[src/rtl/zx_vram_writer.sv]
// ZX Spectrum screen-memory write front end: window filter, write FIFO, border latch.
// Define VRAM_CLEAR_EN to compile in the post-reset screen clear.
module zx_vram_writer #(
  parameter int DEPTH = 4
) (
  input  logic        clk,
  input  logic        reset_n,
  input  logic        wr_valid,
  output logic        wr_ready,
  input  logic [15:0] wr_addr,
  input  logic [7:0]  wr_data,
  input  logic        io_wr,
  input  logic [15:0] io_addr,
  input  logic [7:0]  io_data,
  output logic        vram_we,
  output logic [12:0] vram_addr,
  output logic [7:0]  vram_din,
  output logic [2:0]  border,
  output logic        busy
);

  localparam int AW = $clog2(DEPTH);
  localparam logic [AW:0] PTR_ONE = 1;

  typedef enum logic [1:0] {
    S_INIT,
    S_CLEAR,
    S_RUN
  } state_e;

  state_e state_q, state_d;

  logic [20:0] mem_q [DEPTH];
  logic [AW:0] wptr_q, rptr_q;
  logic        full, empty;
  logic        in_win, push, pop;
  logic [20:0] head;

  logic        we_q, we_d;
  logic [12:0] addr_q, addr_d;
  logic [7:0]  din_q, din_d;
  logic [2:0]  border_q;

`ifdef VRAM_CLEAR_EN
  logic [12:0] clr_q, clr_d;
`endif

  logic unused_io;
  assign unused_io = ^{io_addr[15:1], io_data[7:3]};

  assign full  = (wptr_q[AW] != rptr_q[AW]) &&
                 (wptr_q[AW-1:0] == rptr_q[AW-1:0]);
  assign empty = (wptr_q == rptr_q);
  assign head  = mem_q[rptr_q[AW-1:0]];

  assign in_win   = (wr_addr >= 16'h4000) && (wr_addr <= 16'h5AFF);
  assign wr_ready = !full && (state_q == S_RUN);
  assign push     = wr_valid && wr_ready && in_win;
  assign pop      = (state_q == S_RUN) && !empty;

  assign vram_we   = we_q;
  assign vram_addr = addr_q;
  assign vram_din  = din_q;
  assign border    = border_q;
  assign busy      = (state_q == S_CLEAR) || !empty;

  always_comb begin
    state_d = state_q;
    we_d    = 1'b0;
    addr_d  = addr_q;
    din_d   = din_q;
`ifdef VRAM_CLEAR_EN
    clr_d   = clr_q;
`endif
    case (state_q)
      S_INIT: begin
`ifdef VRAM_CLEAR_EN
        state_d = S_CLEAR;
        clr_d   = '0;
`else
        state_d = S_RUN;
`endif
      end
      S_CLEAR: begin
`ifdef VRAM_CLEAR_EN
        we_d   = 1'b1;
        addr_d = clr_q;
        din_d  = (clr_q >= 13'h1800) ? 8'h38 : 8'h00;
        clr_d  = clr_q + 13'd1;
        if (clr_q == 13'h1AFF) begin
          state_d = S_RUN;
        end
`else
        state_d = S_RUN;
`endif
      end
      S_RUN: begin
        if (pop) begin
          we_d   = 1'b1;
          addr_d = head[20:8];
          din_d  = head[7:0];
        end
      end
      default: state_d = S_INIT;
    endcase
  end

  always_ff @(posedge clk or negedge reset_n) begin
    if (!reset_n) begin
      state_q <= S_INIT;
      we_q    <= 1'b0;
      addr_q  <= '0;
      din_q   <= '0;
`ifdef VRAM_CLEAR_EN
      clr_q   <= '0;
`endif
    end else begin
      state_q <= state_d;
      we_q    <= we_d;
      addr_q  <= addr_d;
      din_q   <= din_d;
`ifdef VRAM_CLEAR_EN
      clr_q   <= clr_d;
`endif
    end
  end

  always_ff @(posedge clk or negedge reset_n) begin
    if (!reset_n) begin
      wptr_q <= '0;
      rptr_q <= '0;
    end else begin
      if (push) wptr_q <= wptr_q + PTR_ONE;
      if (pop)  rptr_q <= rptr_q + PTR_ONE;
    end
  end

  // 0x4000 is a multiple of 8192, so the offset is just the low 13 bits
  always_ff @(posedge clk) begin
    if (push) begin
      mem_q[wptr_q[AW-1:0]] <= {wr_addr[12:0], wr_data};
    end
  end

  always_ff @(posedge clk or negedge reset_n) begin
    if (!reset_n) begin
      border_q <= 3'b000;
    end else if (io_wr && !io_addr[0]) begin
      border_q <= io_data[2:0];
    end
  end

endmodule
[config.mk]
export PLATFORM = sky130hd
export DESIGN_NAME = zx_vram_writer
export DESIGN_NICKNAME = d
export VERILOG_FILES = /design/src/rtl/zx_vram_writer.sv
export SDC_FILE = /design/constraint.sdc
export NUM_CORES = 1
export LEC_CHECK = 0
export CAP_MARGIN = 25
export CORE_ASPECT_RATIO = 2
export CORE_UTILIZATION = 30
export CTS_BUF_LIST = sky130_fd_sc_hd__clkbuf_4
export CTS_CLUSTER_SIZE = 30
export DETAILED_ROUTE_END_ITERATION = 16
export PLACE_DENSITY = 0.57
export RECOVER_POWER = 25
export SYNTH_ARGS = -nofsm -noshare
export SYNTH_HDL_FRONTEND = slang
export SYNTH_SLANG_ARGS = --single-unit
[constraint.sdc]
create_clock -name clk -period 1.9 [get_ports clk]
set_input_delay 0.285 -clock clk [delete_from_list [all_inputs] [get_ports clk]]
set_output_delay 0.285 -clock clk [all_outputs]
set_load 0.05 [all_outputs]
# Word-level counts from Yosys, hierarchy flattened
# Memories as Yosys holds them, arrays and structs flattened. A register that Yosys moved wholly into a read port is not among the register bits.
# Cells that the tools add are included.
# op_classes
reduce_logical,15
n_addsub,2
n_lt_le_gt_ge,2
n_mux,5
eq_ne,5
# ops
cell,n
16-bit by 15-bit >= comparator with 1-bit output (second input constant),1
16-bit by 15-bit less-or-equal comparator with 1-bit output (second input constant),1
1-bit logical AND,7
3-bit by 1-bit adder with 3-bit output (second input constant),2
1-bit logical NOT,4
1-bit two-way mux,4
2-bit one-hot mux with 2 select lines,1
3-bit equality test,1
2-bit by 1-bit equality test with 1-bit output (second input constant),1
2-bit equality test,1
2-bit equality test (second input constant),1
2-bit logical NOT,1
2-bit AND reduction,1
2-bit OR reduction,1
1-bit logical OR,1
1-bit != test,1
# totals
mem_bits_rw,84
output_inout_bits,27
ff_bits,12
input_bits,52
wordCells,35
mem_count,1
# mem_list
name,depth,word_bits,rd,rd_clocked_by_memory_dff,wr,line_no,text
mem_q,4,21,1,1,1,33,logic [20:0] mem_q [DEPTH];

# Logic depth before layout (Yosys ltp)
# depth
ltp_word,8
ltp_mapped,6
mapped_depth_nobuf,4

# Worst setup path before layout
# No wires, ideal clock.
# synth_path
path_kind,register to register
startpoint,register rptr_q[0]
endpoint,memory mem_q[3][0] (enable)
stages_incl_launch_ff,5
n_path_buf,1
slack_ns,-0.227
setup_time_ns,0.392
required_time_ns,1.508
synth_period_minus_slack_ns,2.127
arrival_time_ns,1.735
cell_sequence,dfrtp_1 buf_6 xor2_1 nor3_2 nor4b_4
# synth_between
elab_chain_cells,8
# synth_rtl
item,line_no,text
"start, declared",34,"logic [AW:0] wptr_q, rptr_q;"
"start signal, assigned",134,if (pop) rptr_q <= rptr_q + PTR_ONE;
2-bit equality test,52,(wptr_q[AW-1:0] == rptr_q[AW-1:0]);
1-bit logical AND,51,assign full = (wptr_q[AW] != rptr_q[AW]) &&
1-bit logical NOT,57,assign wr_ready = !full && (state_q == S_RUN);
1-bit logical AND,57,
1-bit logical AND (2 in series),58,assign push = wr_valid && wr_ready && in_win;
1-bit two-way mux,140,if (push) begin
1-bit two-way mux (not written as such),141,"mem_q[wptr_q[AW-1:0]] <= {wr_addr[12:0], wr_data};"
"end, declared",33,
# No other way between the ends.

# Worst setup path in the final report
# layout_path
startpoint,register rptr_q[0]
endpoint,output busy
# layout_between
elab_chain_cells,3
# layout_rtl
item,line_no,text
3-bit equality test,53,assign empty = (wptr_q == rptr_q);
1-bit logical NOT,65,assign busy = (state_q == S_CLEAR) || !empty;
1-bit logical OR,65,
"end, declared",19,output logic busy
# No other way between the ends.

==> qor.txt <==
status: finished, violations left
violations in the final reports: negative setup slack
slowest cell delay on critical path: 0.45 ns
Placeable Area: 14700 µm²
Initial Utilization: 30.5%
CTS Buffer Depth: 2
final setup fails: 1
Die H: 175 µm
pre-CTS setup slack: -0.267 ns
fin crit share: 103%
Tmin final: 1.96 ns
Mapped Nets: 260
antenna-violating nets left: 0
area of the multi-input gates: 1170 µm²
fraction of layout cells with a size suffix above 1: 40.8%
total gr overflow: 0
setup ws final: -0.0603 ns
Slew @ Worst Pin: 0.796 ns
CP arrival: 1.68 ns
Worst Path Buf+Inv: 1
#FFs+latches synth: 116
top post-synthesis cells by area: edfxtp_1 56%, dfrtp_1 18%, mux4_2 11%
detailed-route wire length: 8470 µm
synthesized area: 4490 µm²
share of the synthesized area in the top cell type: 56.1%
number of remaining DRC errors: 0
clk_lat worst skew: 0.49 ns
Reg area: 3330 µm²
DIE AREA: 15500 µm²
nets@finish: 355
CTS Buf Count: 17
Initial DRT Pass Iterations: 4
Final Hold Fails: 0
Vias/cell: 4.31
IO Pins: 79
Slowest cell on crit path: dfrtp_2
RSZ-0062 raised after global routing: yes
hold slack: 0.401 ns
DP Wirelength: 5810 µm
clk_skew: 0.0217 ns
GRT Util Overall: 12.4%
Max VDD drop: 0.000465 V
Critical Path End Type: output pin
IO buf count: 58
family with the most delay on the worst path: flip-flops
number of global-route vias before repair: 2471
Post-Synthesis Cells: 203
gpl congestion: 0.680
chip width: 88.5 µm
FP Rows: 63
P_leak: 0.00213 µW
register area share after synthesis: 73.9%
P&R area growth vs syn: 29.8%
Critical Setup Path Class: reg2out
Unique masters post-synth: 26
Peak Freq: 510 MHz
PD cells: 1470 nW/µm²
CP startpoint: rptr_q[0]
DRT iter0 DRCs: 100
clk root buf: clkbuf_4
H-tree depth: 4
Cell Chain, Critical Path: xor2_4 -> or3_4 -> buf_6
max-slew violation count: 0
TritonCTS clock tree: done
maxcap violations: 0
initial antenna violation count: 1
slew margin rel.: 47.0%
Worst Setup Start Kind: flop
Routed wire per std cell: 16.7 µm
# fillers: 1355
worst-path maximum fanout: 3
Clock transition at path regs: 0.11 ns
DR vias: 2186
area leader, netlist: edfxtp_1
RR Startpoint: rptr_q[1]
clock sink count: 116
first-pass GRT wire length: 13500 µm
yosys warns: 0
Worst Path Required: 1.62 ns
Min-Delay Path Class: in2async
largest net degree at the start of global routing: 33
Avg Cell Area, Syn: 22.1 µm²
[area by class of cell]
type	instances	share of cell area [%]
inverter	2	0.129
clock inverter	14	2.79
tap	195	4.18
timing repair buffer	84	13.5
multi-input combinational	77	20.0
antenna	1	0.0429
sequential	116	57.1
clock buffer	18	2.32
[repair_timing]
action | in CTS | in global routing
hold endpoints to repair | 32 | 0
setup endpoints to repair | 22 | 64
gates resized for setup | 23 | 10
pin swaps | 1 | 3
hold buffers | 1 | 0
setup buffers | 3 | 0
[cells in the mapped netlist]
cell type	number
nand2_1	2
and2_1	4
buf_2	1
o31a_1	1
nor3_4	1
mux2_1	1
nor4bb_1	1
or3_1	1
dfrtp_1	32
nor2b_1	2
xor2_1	6
clkbuf_1	2
nor4b_4	1
xnor2_1	2
buf_6	4
a21oi_1	1
nor2_1	1
mux2_2	7
edfxtp_1	84
inv_1	2
mux4_2	21
mux2_4	18
buf_4	1
conb_1	1
nor3_2	1
ha_1	5
[power by group]
group	total (µW)	switching, µW	internal [µW]
Sequential	3340	263	3070
Combinational	3440	1910	1530
Clock	1830	914	915
Total	8600	3090	5520
[registers in the layout, summed over array words and instances (netlist names)]
name	flops
mem_q	84
vram_addr	13
vram_din	8
border	3
rptr_q	3
wptr_q	3
state_q	1
vram_we	1
[placed cells by master, fill, tap and decap left out, types with 2 or more instances in the layout]
cell	instances
edfxtp_1	84
dfrtp_1	27
buf_4	26
mux4_2	21
dlygate4sd2_1	20
mux2_4	18
clkbuf_4	18
dlygate4sd3_1	17
clkdlybuf4s50_1	14
mux2_2	7
clkinvlp_4	6
ha_1	5
dfrtp_2	5
xor2_1	4
buf_12	4
and2_4	3
clkinv_2	3
bufinv_16	3
xor2_4	2
inv_1	2
nor3_4	2
nand2_1	2
buf_6	2
[routing by layer]
layer	global-route usage, %	vias to the layer above	part of all wire, %
met5	0	-	0
met4	5.85	0	1.5
met3	3.31	7	2.5
met2	22.0	40	58
met1	13.3	1144	38
li1	-	995	-
[metrics by stage]
stage	utilization, %	instances	setup TNS [ns]	total power, µW	cell area, µm²
final	39.6	507	-0.0603	8600	5840
after global routing	39.6	507	-0.171	9010	5840
after CTS	39.3	506	-0.141	8680	5800
after detailed placement	37.2	470	-21.38	6890	5490
after global placement	37.2	470	-20.59	6850	5490
after floorplan	-	203	-2.29	5900	4530
[cells by family after synthesis]
logic type,Yosys count,share of synthesized area (%)
multiplexers,47,18.5
flip-flops,116,73.9
XOR/XNOR,8,1.56
AO/OA/AOI/OAI,2,0.306
adder cells (fa/ha/maj),5,1.39
buffers and inverters,10,1.61
other,1,0.0834
AND/OR/NAND/NOR,14,2.56
[path summary, 6_finish.rpt]
kind                                end  slack [ns]  cells after the start
max                                busy       -0.06                      3
min                        vram_addr[8]        0.40                      2
max reg2reg                 mem_q[2][6]        0.08                      6
min reg2reg                 vram_din[2]        0.51                      1
max in group asynchronous     wptr_q[0]        0.91                      2
min in group clk              border[1]        0.40                      2
Power figures use the tool's default switching activity.
